--- src/rtl/vga_timing.sv ---
// VGA raster timing generator: pixel/line counters, active-low syncs and gated RGB,
// all registered one clock after the x/y coordinate they belong to.
module vga_timing #(
  parameter int unsigned H_VISIBLE = 640,
  parameter int unsigned H_FRONT   = 16,
  parameter int unsigned H_SYNC    = 96,
  parameter int unsigned H_BACK    = 48,
  parameter int unsigned V_VISIBLE = 480,
  parameter int unsigned V_FRONT   = 10,
  parameter int unsigned V_SYNC    = 2,
  parameter int unsigned V_BACK    = 33
) (
  input  logic        CLOCK_25,
  input  logic        RESET_N,
  input  logic [2:0]  color,
  output logic [11:0] x,
  output logic [11:0] y,
  output logic [3:0]  vga_r,
  output logic [3:0]  vga_g,
  output logic [3:0]  vga_b,
  output logic        vga_hs,
  output logic        vga_vs,
  output logic        frame_start
);

  localparam int unsigned CW      = 12;
  localparam int unsigned H_TOTAL = H_VISIBLE + H_FRONT + H_SYNC + H_BACK;
  localparam int unsigned V_TOTAL = V_VISIBLE + V_FRONT + V_SYNC + V_BACK;

  localparam logic [CW-1:0] H_LAST = CW'(H_TOTAL - 1);
  localparam logic [CW-1:0] V_LAST = CW'(V_TOTAL - 1);
  localparam logic [CW-1:0] H_VIS  = CW'(H_VISIBLE);
  localparam logic [CW-1:0] V_VIS  = CW'(V_VISIBLE);
  localparam logic [CW-1:0] HS_BEG = CW'(H_VISIBLE + H_FRONT);
  localparam logic [CW-1:0] HS_END = CW'(H_VISIBLE + H_FRONT + H_SYNC);
  localparam logic [CW-1:0] VS_BEG = CW'(V_VISIBLE + V_FRONT);
  localparam logic [CW-1:0] VS_END = CW'(V_VISIBLE + V_FRONT + V_SYNC);

  logic [CW-1:0] h_cnt_q, h_cnt_d;
  logic [CW-1:0] v_cnt_q, v_cnt_d;
  logic [3:0]    vga_r_q, vga_r_d;
  logic [3:0]    vga_g_q, vga_g_d;
  logic [3:0]    vga_b_q, vga_b_d;
  logic          vga_hs_q, vga_hs_d;
  logic          vga_vs_q, vga_vs_d;
  logic          frame_start_q, frame_start_d;

  logic h_wrap, v_wrap, h_vis, v_vis, vis, hs_raw, vs_raw;

  // Counter advance, visibility decode, and next values for the output stage
  always_comb begin
    h_wrap        = 1'b0;
    v_wrap        = 1'b0;
    h_cnt_d       = h_cnt_q;
    v_cnt_d       = v_cnt_q;
    h_vis         = 1'b0;
    v_vis         = 1'b0;
    vis           = 1'b0;
    hs_raw        = 1'b1;
    vs_raw        = 1'b1;
    x             = '0;
    y             = '0;
    vga_r_d       = 4'h0;
    vga_g_d       = 4'h0;
    vga_b_d       = 4'h0;
    vga_hs_d      = 1'b1;
    vga_vs_d      = 1'b1;
    frame_start_d = 1'b0;

    h_wrap  = (h_cnt_q == H_LAST);
    v_wrap  = (v_cnt_q == V_LAST);
    h_cnt_d = h_wrap ? '0 : h_cnt_q + CW'(1);
    if (h_wrap) begin
      v_cnt_d = v_wrap ? '0 : v_cnt_q + CW'(1);
    end

    h_vis  = (h_cnt_q < H_VIS);
    v_vis  = (v_cnt_q < V_VIS);
    vis    = h_vis && v_vis;
    hs_raw = !((h_cnt_q >= HS_BEG) && (h_cnt_q < HS_END));
    vs_raw = !((v_cnt_q >= VS_BEG) && (v_cnt_q < VS_END));

    if (vis) begin
      x       = h_cnt_q + CW'(1);
      y       = v_cnt_q + CW'(1);
      vga_r_d = {4{color[2]}};
      vga_g_d = {4{color[1]}};
      vga_b_d = {4{color[0]}};
    end

    vga_hs_d      = hs_raw;
    vga_vs_d      = vs_raw;
    frame_start_d = h_wrap && v_wrap;
  end

  // Counters and the single output register stage that keeps sync aligned with RGB
  always_ff @(posedge CLOCK_25 or negedge RESET_N) begin
    if (!RESET_N) begin
      h_cnt_q       <= '0;
      v_cnt_q       <= '0;
      vga_r_q       <= 4'h0;
      vga_g_q       <= 4'h0;
      vga_b_q       <= 4'h0;
      vga_hs_q      <= 1'b1;
      vga_vs_q      <= 1'b1;
      frame_start_q <= 1'b0;
    end else begin
      h_cnt_q       <= h_cnt_d;
      v_cnt_q       <= v_cnt_d;
      vga_r_q       <= vga_r_d;
      vga_g_q       <= vga_g_d;
      vga_b_q       <= vga_b_d;
      vga_hs_q      <= vga_hs_d;
      vga_vs_q      <= vga_vs_d;
      frame_start_q <= frame_start_d;
    end
  end

  assign vga_r       = vga_r_q;
  assign vga_g       = vga_g_q;
  assign vga_b       = vga_b_q;
  assign vga_hs      = vga_hs_q;
  assign vga_vs      = vga_vs_q;
  assign frame_start = frame_start_q;

endmodule

--- config.mk ---
export PLATFORM = sky130hd
export DESIGN_NAME = vga_timing
export DESIGN_NICKNAME = d
export VERILOG_FILES = /design/src/rtl/vga_timing.sv
export SDC_FILE = /design/constraint.sdc
export NUM_CORES = 1
export LEC_CHECK = 0
export CAP_MARGIN = 30
export CORE_ASPECT_RATIO = 2
export CORE_MARGIN = 2
export CORE_UTILIZATION = 44
export DETAILED_ROUTE_END_ITERATION = 10
export PLACE_DENSITY_LB_ADDON = 0.15
export SLEW_MARGIN = 15
export SYNTH_ARGS = -nofsm -noshare
export SYNTH_HDL_FRONTEND = slang
export SYNTH_SLANG_ARGS = --single-unit
--- constraint.sdc ---
create_clock -name CLOCK_25 -period 1.95 [get_ports CLOCK_25]
set_input_delay 0.39 -clock CLOCK_25 [delete_from_list [all_inputs] [get_ports CLOCK_25]]
set_output_delay 0.39 -clock CLOCK_25 [all_outputs]
set_load 0.01 [all_outputs]
==> results of run 1 <==
stage by stage:
stage                     total power (µW)  utilization [%]  setup TNS [ns]  worst slack (ns)  cells
after floorplan                        674                -          -0.164            -0.105    208
after global placement                 701             62.1           -3.56            -0.244    325
after detailed placement               702             62.1           -5.50            -0.325    325
after CTS                             1230             67.4          -0.398            -0.121    350
after global routing                  1260             72.6           -4.72            -0.217    358
final                                 1220             72.6           -2.03            -0.159    358
kinds of logic (layout without fill, tap and decap cells):
| logic type | after synthesis | count (layout) | synth area share [%] |
|---|---|---|---|
| AO/OA/AOI/OAI | 18 | 18 | 5.75 |
| XOR/XNOR | 16 | 16 | 7.76 |
| adder cells (fa/ha/maj) | 4 | 4 | 2.77 |
| buffers and inverters | 36 | 134 | 11.2 |
| flip-flops | 30 | 30 | 41.7 |
| multiplexers | 4 | 4 | 2.22 |
| other | 1 | 5 | 0.208 |
| AND/OR/NAND/NOR | 95 | 95 | 28.3 |
layout make-up:
class	instances	area (µm²)	share of cell area, %
Inverter	13	48.8	1.68
Clock inverter	2	12.5	0.430
Timing Repair Buffer	113	908	31.3
Clock buffer	6	82.6	2.84
Tap cell	52	65.1	2.24
Multi-Input combinational cell	142	1040	35.6
Sequential cell	30	753	25.9
power groups by stage:
| stage | registers [µW] | clock network, µW | logic [µW] |
|---|---|---|---|
| final | 629 | 531 | 59.5 |
| after global routing | 629 | 565 | 65.5 |
| after CTS | 629 | 538 | 61.3 |
| after detailed placement | 640 | 0 | 61.4 |
| after global placement | 640 | 0 | 60.8 |
| after floorplan | 642 | 0 | 32.7 |
path summary, 6_finish.rpt:
| kind | start | end | cells past startpoint |
|---|---|---|---|
| worst max-delay path | h_cnt_q[7] | v_cnt_q[10] | 5 |
| min in group CLOCK_25 | h_cnt_q[11] | h_cnt_q[11] | 2 |
| worst min-delay path | RESET_N | h_cnt_q[6] | 2 |
| max in group asynchronous | RESET_N | vga_vs | 2 |
| worst max register to register | h_cnt_q[7] | v_cnt_q[10] | 5 |
| worst min register to register | h_cnt_q[11] | h_cnt_q[11] | 2 |
cells in the mapped netlist (2+ instances only):
cell type   n
dfrtp_1    28
nor2_1     28
buf_4      14
nand2_1    14
inv_1      13
nand3_1    11
nand4_1    11
xnor2_1     9
a21oi_1     7
clkbuf_1    7
o21ai_0     7
xor2_1      7
nor2b_1     6
nor3_1      6
and4_1      5
ha_1        4
mux2i_1     4
nor4b_1     3
buf_6       2
dfstp_2     2
o211ai_1    2
registers in the layout (all words and copies together), names as in the netlist:
| signal | cells |
|---|---|
| h_cnt_q | 12 |
| v_cnt_q | 12 |
| frame_start | 1 |
| vga_b | 1 |
| vga_g | 1 |
| vga_hs | 1 |
| vga_r | 1 |
| vga_vs | 1 |
timing repair:
item | in CTS | in global routing
pin swaps | 13 | 12
buffers inserted | 17 | 8
gates cloned | 0 | 1
resized for setup | 98 | 36
setup endpoints to repair | 25 | 30
routing by layer:
layer | up-vias | routed length, µm | part of all wire (%)
li1 | 869 | - | -
met1 | 904 | 2040 | 39
met2 | 41 | 2860 | 55
met3 | 12 | 179 | 3.4
met4 | 0 | 116 | 2.2
met5 | - | 0 | 0
cell usage in the layout (no fill, tap or decap), drive strengths merged, types with 4 or more instances in the layout:
cell type / synthesis / routed
and4: 5 / 5
o21ai: 7 / 7
clkbuf: 7 / 7
mux2i: 4 / 4
nand3: 11 / 11
ha: 4 / 4
nor2: 28 / 28
inv: 13 / 13
buf: 16 / 93
a21oi: 7 / 7
nand4: 11 / 11
clkdlybuf4s50: 0 / 19
dfrtp: 28 / 28
nor3: 6 / 6
nor2b: 6 / 6
xor2: 7 / 7
conb: 1 / 5
nand2: 14 / 14
xnor2: 9 / 9
worst max-delay path, cell delays in order (launching register included):
cell and delay (ns):
dfrtp_1 0.40, buf_6 0.12, or4b_4 0.54, or3_4 0.36, or4b_1 0.51, o21ai_1 0.09
==> flow_summary.toml, run 1 <==
[run_status]
run_status = "complete, but fails checks"
failed_checks = "setup timing"

[critical_path]
regToRegSetupSlack_ns = -0.16
start_kind = "flip-flop"
crit_fanout = 4
critPathCaptureType = "flip-flop"
worstPathRequired_ns = 2.16
path_class = "reg -> reg"
cp_data_arrival_time_ns = 2.31

[drt]
ant_nets = 0
drtIter0Drc = 17
wl_per_cell_um = 14.5
drc = 0
via_count = 1826
wirelength_um = 5200
drtPass1Iterations = 6
via_per_inst = 5.10

[global_route]
grt_max_degree = 31
globalRouteMet3Util_pct = 3.96
grt_antenna_before_repair = 0
use_met2_pct = 40.9
grt_first_pass_wirelength_um = 8180
grt_usage_pct = 22.6
grt-ovfl-total = 0
grt_pass1_vias = 1811
busiest_layer = "met2"
globalRouteMet1Util_pct = 25.7

[sta]
postLayoutSetupSlackWorst_ns = -0.159
finalMaxSlewViolations = 0
whs_ns = 0.484
fin_crit_sh_pct = 108
setup_viol = 27
rsz0062_at_grt = "yes"
fin_crit_ns = 2.11
skew_ns = 0.00842
clock.fmax_ghz = 0.474
hold_viol = 0

[placed_design]
port_buffers = 38
postPlaceCellArea_mm2 = 0.00249
dp_hpwl_um = 3340
gp_congestion = 0.874

[finish]
area_delta_synth_final_pct = 61.0
fin_area_mm2 = 0.00291
fillerInstances = 318
nets = 314
drive_gt1_share_pct = 47.4
diodes = 0

[synthesis]
synth_top_area_share_pct = 38.8
netlist_instances = 204
syn-cell-area_mm2 = 0.00181
ys_types = 35
yosys.area.top_type = "dfrtp_1"
async_flop_share_pct = 100
synth_edf_count = 0
yosysWarnings = 0
synthTopCellsByArea = "dfrtp_1 (39%), buf_4 (5.8%), nor2_1 (5.8%), xnor2_1 (4.4%), nand4_1 (3.8%)"
ys_seq_elements = 30
ys_seq_area_share_pct = 41.7
avgSynthCellArea_um2 = 8.85
ys.flop_type = "dfrtp_1"

[floorplan]
placementRows = 33
design.die.area_mm2 = 0.00466
die_h_um = 94.6
ioPinCount = 44
core_mm2 = 0.00401
initial_utilization_pct = 45.1
die_x_um = 49.3

[job]
maxCapViolations = 0

[clock_network]
clockBufferDepth = 2
clkLatencyLatePin_ns = 0.29
root_buffer = "clkbuf_8"
cts_sinks = 30
cts_tree = "built"
h-tree-depth = 2
cts.clk_slew.worst_paths_ns = 0.07
hold_buffers = 0
cts_buffers = 5

[power]
p_int_uw = 939
p_sw_uw = 280
ir_drop_mv = 0.529
p_sw_share_pct = 23.0
p_seq_share_pct = 51.5
total_leakage_power_uw = 0.00135
p_per_area_mw_per_mm2 = 420
pwr-share-clk_pct = 43.6
power_frac_comb_pct = 4.9

[worst_hold_path]
holdCritPathClass = "in -> async"
(Power assumes the default switching activity.)
==> run 2, diff against run 1 <==
--- a/config.mk
+++ b/config.mk
@@ -11,6 +11,7 @@
 export CORE_UTILIZATION = 44
 export DETAILED_ROUTE_END_ITERATION = 10
 export PLACE_DENSITY_LB_ADDON = 0.15
+export SKIP_CTS_REPAIR_TIMING = 1
 export SLEW_MARGIN = 15
 export SYNTH_ARGS = -nofsm -noshare
 export SYNTH_HDL_FRONTEND = slang
==> run 2 against run 1 <==
Effect of this change: the flow still finishes with violations (setup timing); setup slack lost 0.054 ns; clock skew grew 0.00073 ns; cell area shrank 5.3%; combinational power is essentially flat; critical path depth grew 2; clock-buffer cell count is the same; global-route usage shrank 1.7 points; critical path type is now reg -> out.
==> flow_summary.toml, run 2 (synthesis gave the netlist of run 1 again) <==
[run_status]
run_status = "complete, but fails checks"
failed_checks = "setup timing"

[clock_network]
clockBufferDepth = 2
root_buffer = "clkbuf_8"
cts_tree = "built"
cts.clk_slew.worst_paths_ns = 0.07
cts_sinks = 30
clkLatencyLatePin_ns = 0.28
cts_buffers = 5
h-tree-depth = 2

[sta]
skew_ns = 0.00915
postLayoutSetupSlackWorst_ns = -0.213
rsz0062_at_grt = "yes"
finalMaxSlewViolations = 0
fin_tns_setup_ns = -3.14
fin_crit_sh_pct = 111
setup_viol = 20
hold_viol = 0
clock.fmax_ghz = 0.462
fin_crit_ns = 2.16

[critical_path]
worstPathRequired_ns = 1.56
regToRegSetupSlack_ns = -0.12
critPathMaxStageDelay_ns = 0.39
worst-path-stages = 7
start_kind = "flip-flop"
crit_buf_inv = 4
cp_top_family = "buffers and inverters"
path_cells = "nor3_2, nand4_1, buf_6, buf_6, buf_6, o21ba_4, buf_6"
rr_worst_depth = 5
crit_top_cell = "buf_6"
crit_fanout = 3
critPathCaptureType = "primary output"
worst_path_max_delay_cell = "dfrtp_1"
cp_data_arrival_time_ns = 1.77
path_class = "reg -> out"

[global_route]
grt_first_pass_wirelength_um = 7570
globalRouteMet1Util_pct = 24.1
grt_usage_pct = 20.8
grt_pass1_vias = 1703
grt_antenna_before_repair = 0
use_met2_pct = 36.4
grt-ovfl-total = 0
busiest_layer = "met2"
globalRouteMet3Util_pct = 4.43
grt_max_degree = 31

[finish]
fillerInstances = 357
diodes = 0
top_regs = "h_cnt_q (12), v_cnt_q (12)"
multiInputGateArea_um2 = 971
mostFrequentLayoutCells = "buf_4 (52), dfrtp_1 (27), nor2_1 (21), clkdlybuf4s50_1 (19), buf_2 (15)"
regArea_um2 = 754
layout_commonest_cell = "buf_4"
area_delta_synth_final_pct = 52.4
drive_gt1_share_pct = 40.6
nets = 301
final-instance-count-excl-fill = 345

[drt]
drtIter0Drc = 18
drc = 0
drtPass1Iterations = 4
via_per_inst = 5.07
ant_nets = 0
via_count = 1749
wl_per_cell_um = 13.6
wirelength_um = 4690

[power]
p_per_area_mw_per_mm2 = 441
pwr-share-clk_pct = 43.2
p_seq_share_pct = 51.8
p_sw_uw = 274
p_int_uw = 939
ir_drop_mv = 0.551
p_sw_share_pct = 22.6
total_leakage_power_uw = 0.00128
power_frac_comb_pct = 4.9

[placed_design]
port_buffers = 38
post-place-ws_ns = -0.325
dp_hpwl_um = 3340
dp.cells = 325
gp_congestion = 0.874

[floorplan]
placementRows = 33
die_h_um = 94.6
die_x_um = 49.3
design.die.area_mm2 = 0.00466
ioPinCount = 44
core_mm2 = 0.00401
initial_utilization_pct = 45.1

[job]
maxCapViolations = 0

[worst_hold_path]
holdCritPathClass = "in -> async"
## run 2: cell types whose count changed in the layout (fill, tap and decap cells not counted), sizes merged
cell / before / now
buf: 93 / 81
clkbuf: 7 / 6
## run 2: layout make-up
cell class	instances	share of cell area [%]
multi-input cells	142	35.3
well taps	52	2.36
flip-flops and latches	30	27.4
clock buffers	6	3.00
clock inverters	2	0.455
inverters	13	1.77
repair buffers	100	29.7
## run 2: path summary, 6_finish.rpt
| check | start | endpoint |
|---|---|---|
| setup reg to reg | h_cnt_q[7] | v_cnt_q[10] |
| hold reg to reg | h_cnt_q[11] | h_cnt_q[11] |
| hold / removal | RESET_N | h_cnt_q[6] |
| max in group asynchronous | RESET_N | vga_vs |
| min in group CLOCK_25 | h_cnt_q[11] | h_cnt_q[11] |
| setup / recovery | v_cnt_q[11] | y[2] |
## run 2: power groups by stage
| stage | sequential, µW | combinational, µW | clock, µW |
|---|---|---|---|
| global route | 629 | 65.5 | 565 |
| floorplan | 642 | 32.7 | 0 |
| detailed placement | 640 | 61.4 | 0 |
| finish | 629 | 59.8 | 525 |
| global placement | 640 | 60.8 | 0 |
| CTS | 629 | 61.3 | 538 |
## run 2: per-layer routing
metal	routed length [µm]	vias up
met2	2490	42
met1	1900	842
li1	-	853
met3	199	12
met5	0	-
met4	100	0
## run 2: per-stage QoR
step | instance area [µm²] | total power (µW) | utilization (%) | hold slack, ns
2_1_floorplan | 1820 | 674 | - | 0.0944
3_3_place_gp | 2490 | 701 | 62.1 | 0.543
3_5_place_dp | 2490 | 702 | 62.1 | 0.544
4_1_cts | 2580 | 1230 | 64.5 | 0.500
5_1_grt | 2750 | 1260 | 68.7 | 0.531
6_report | 2750 | 1210 | 68.7 | 0.487
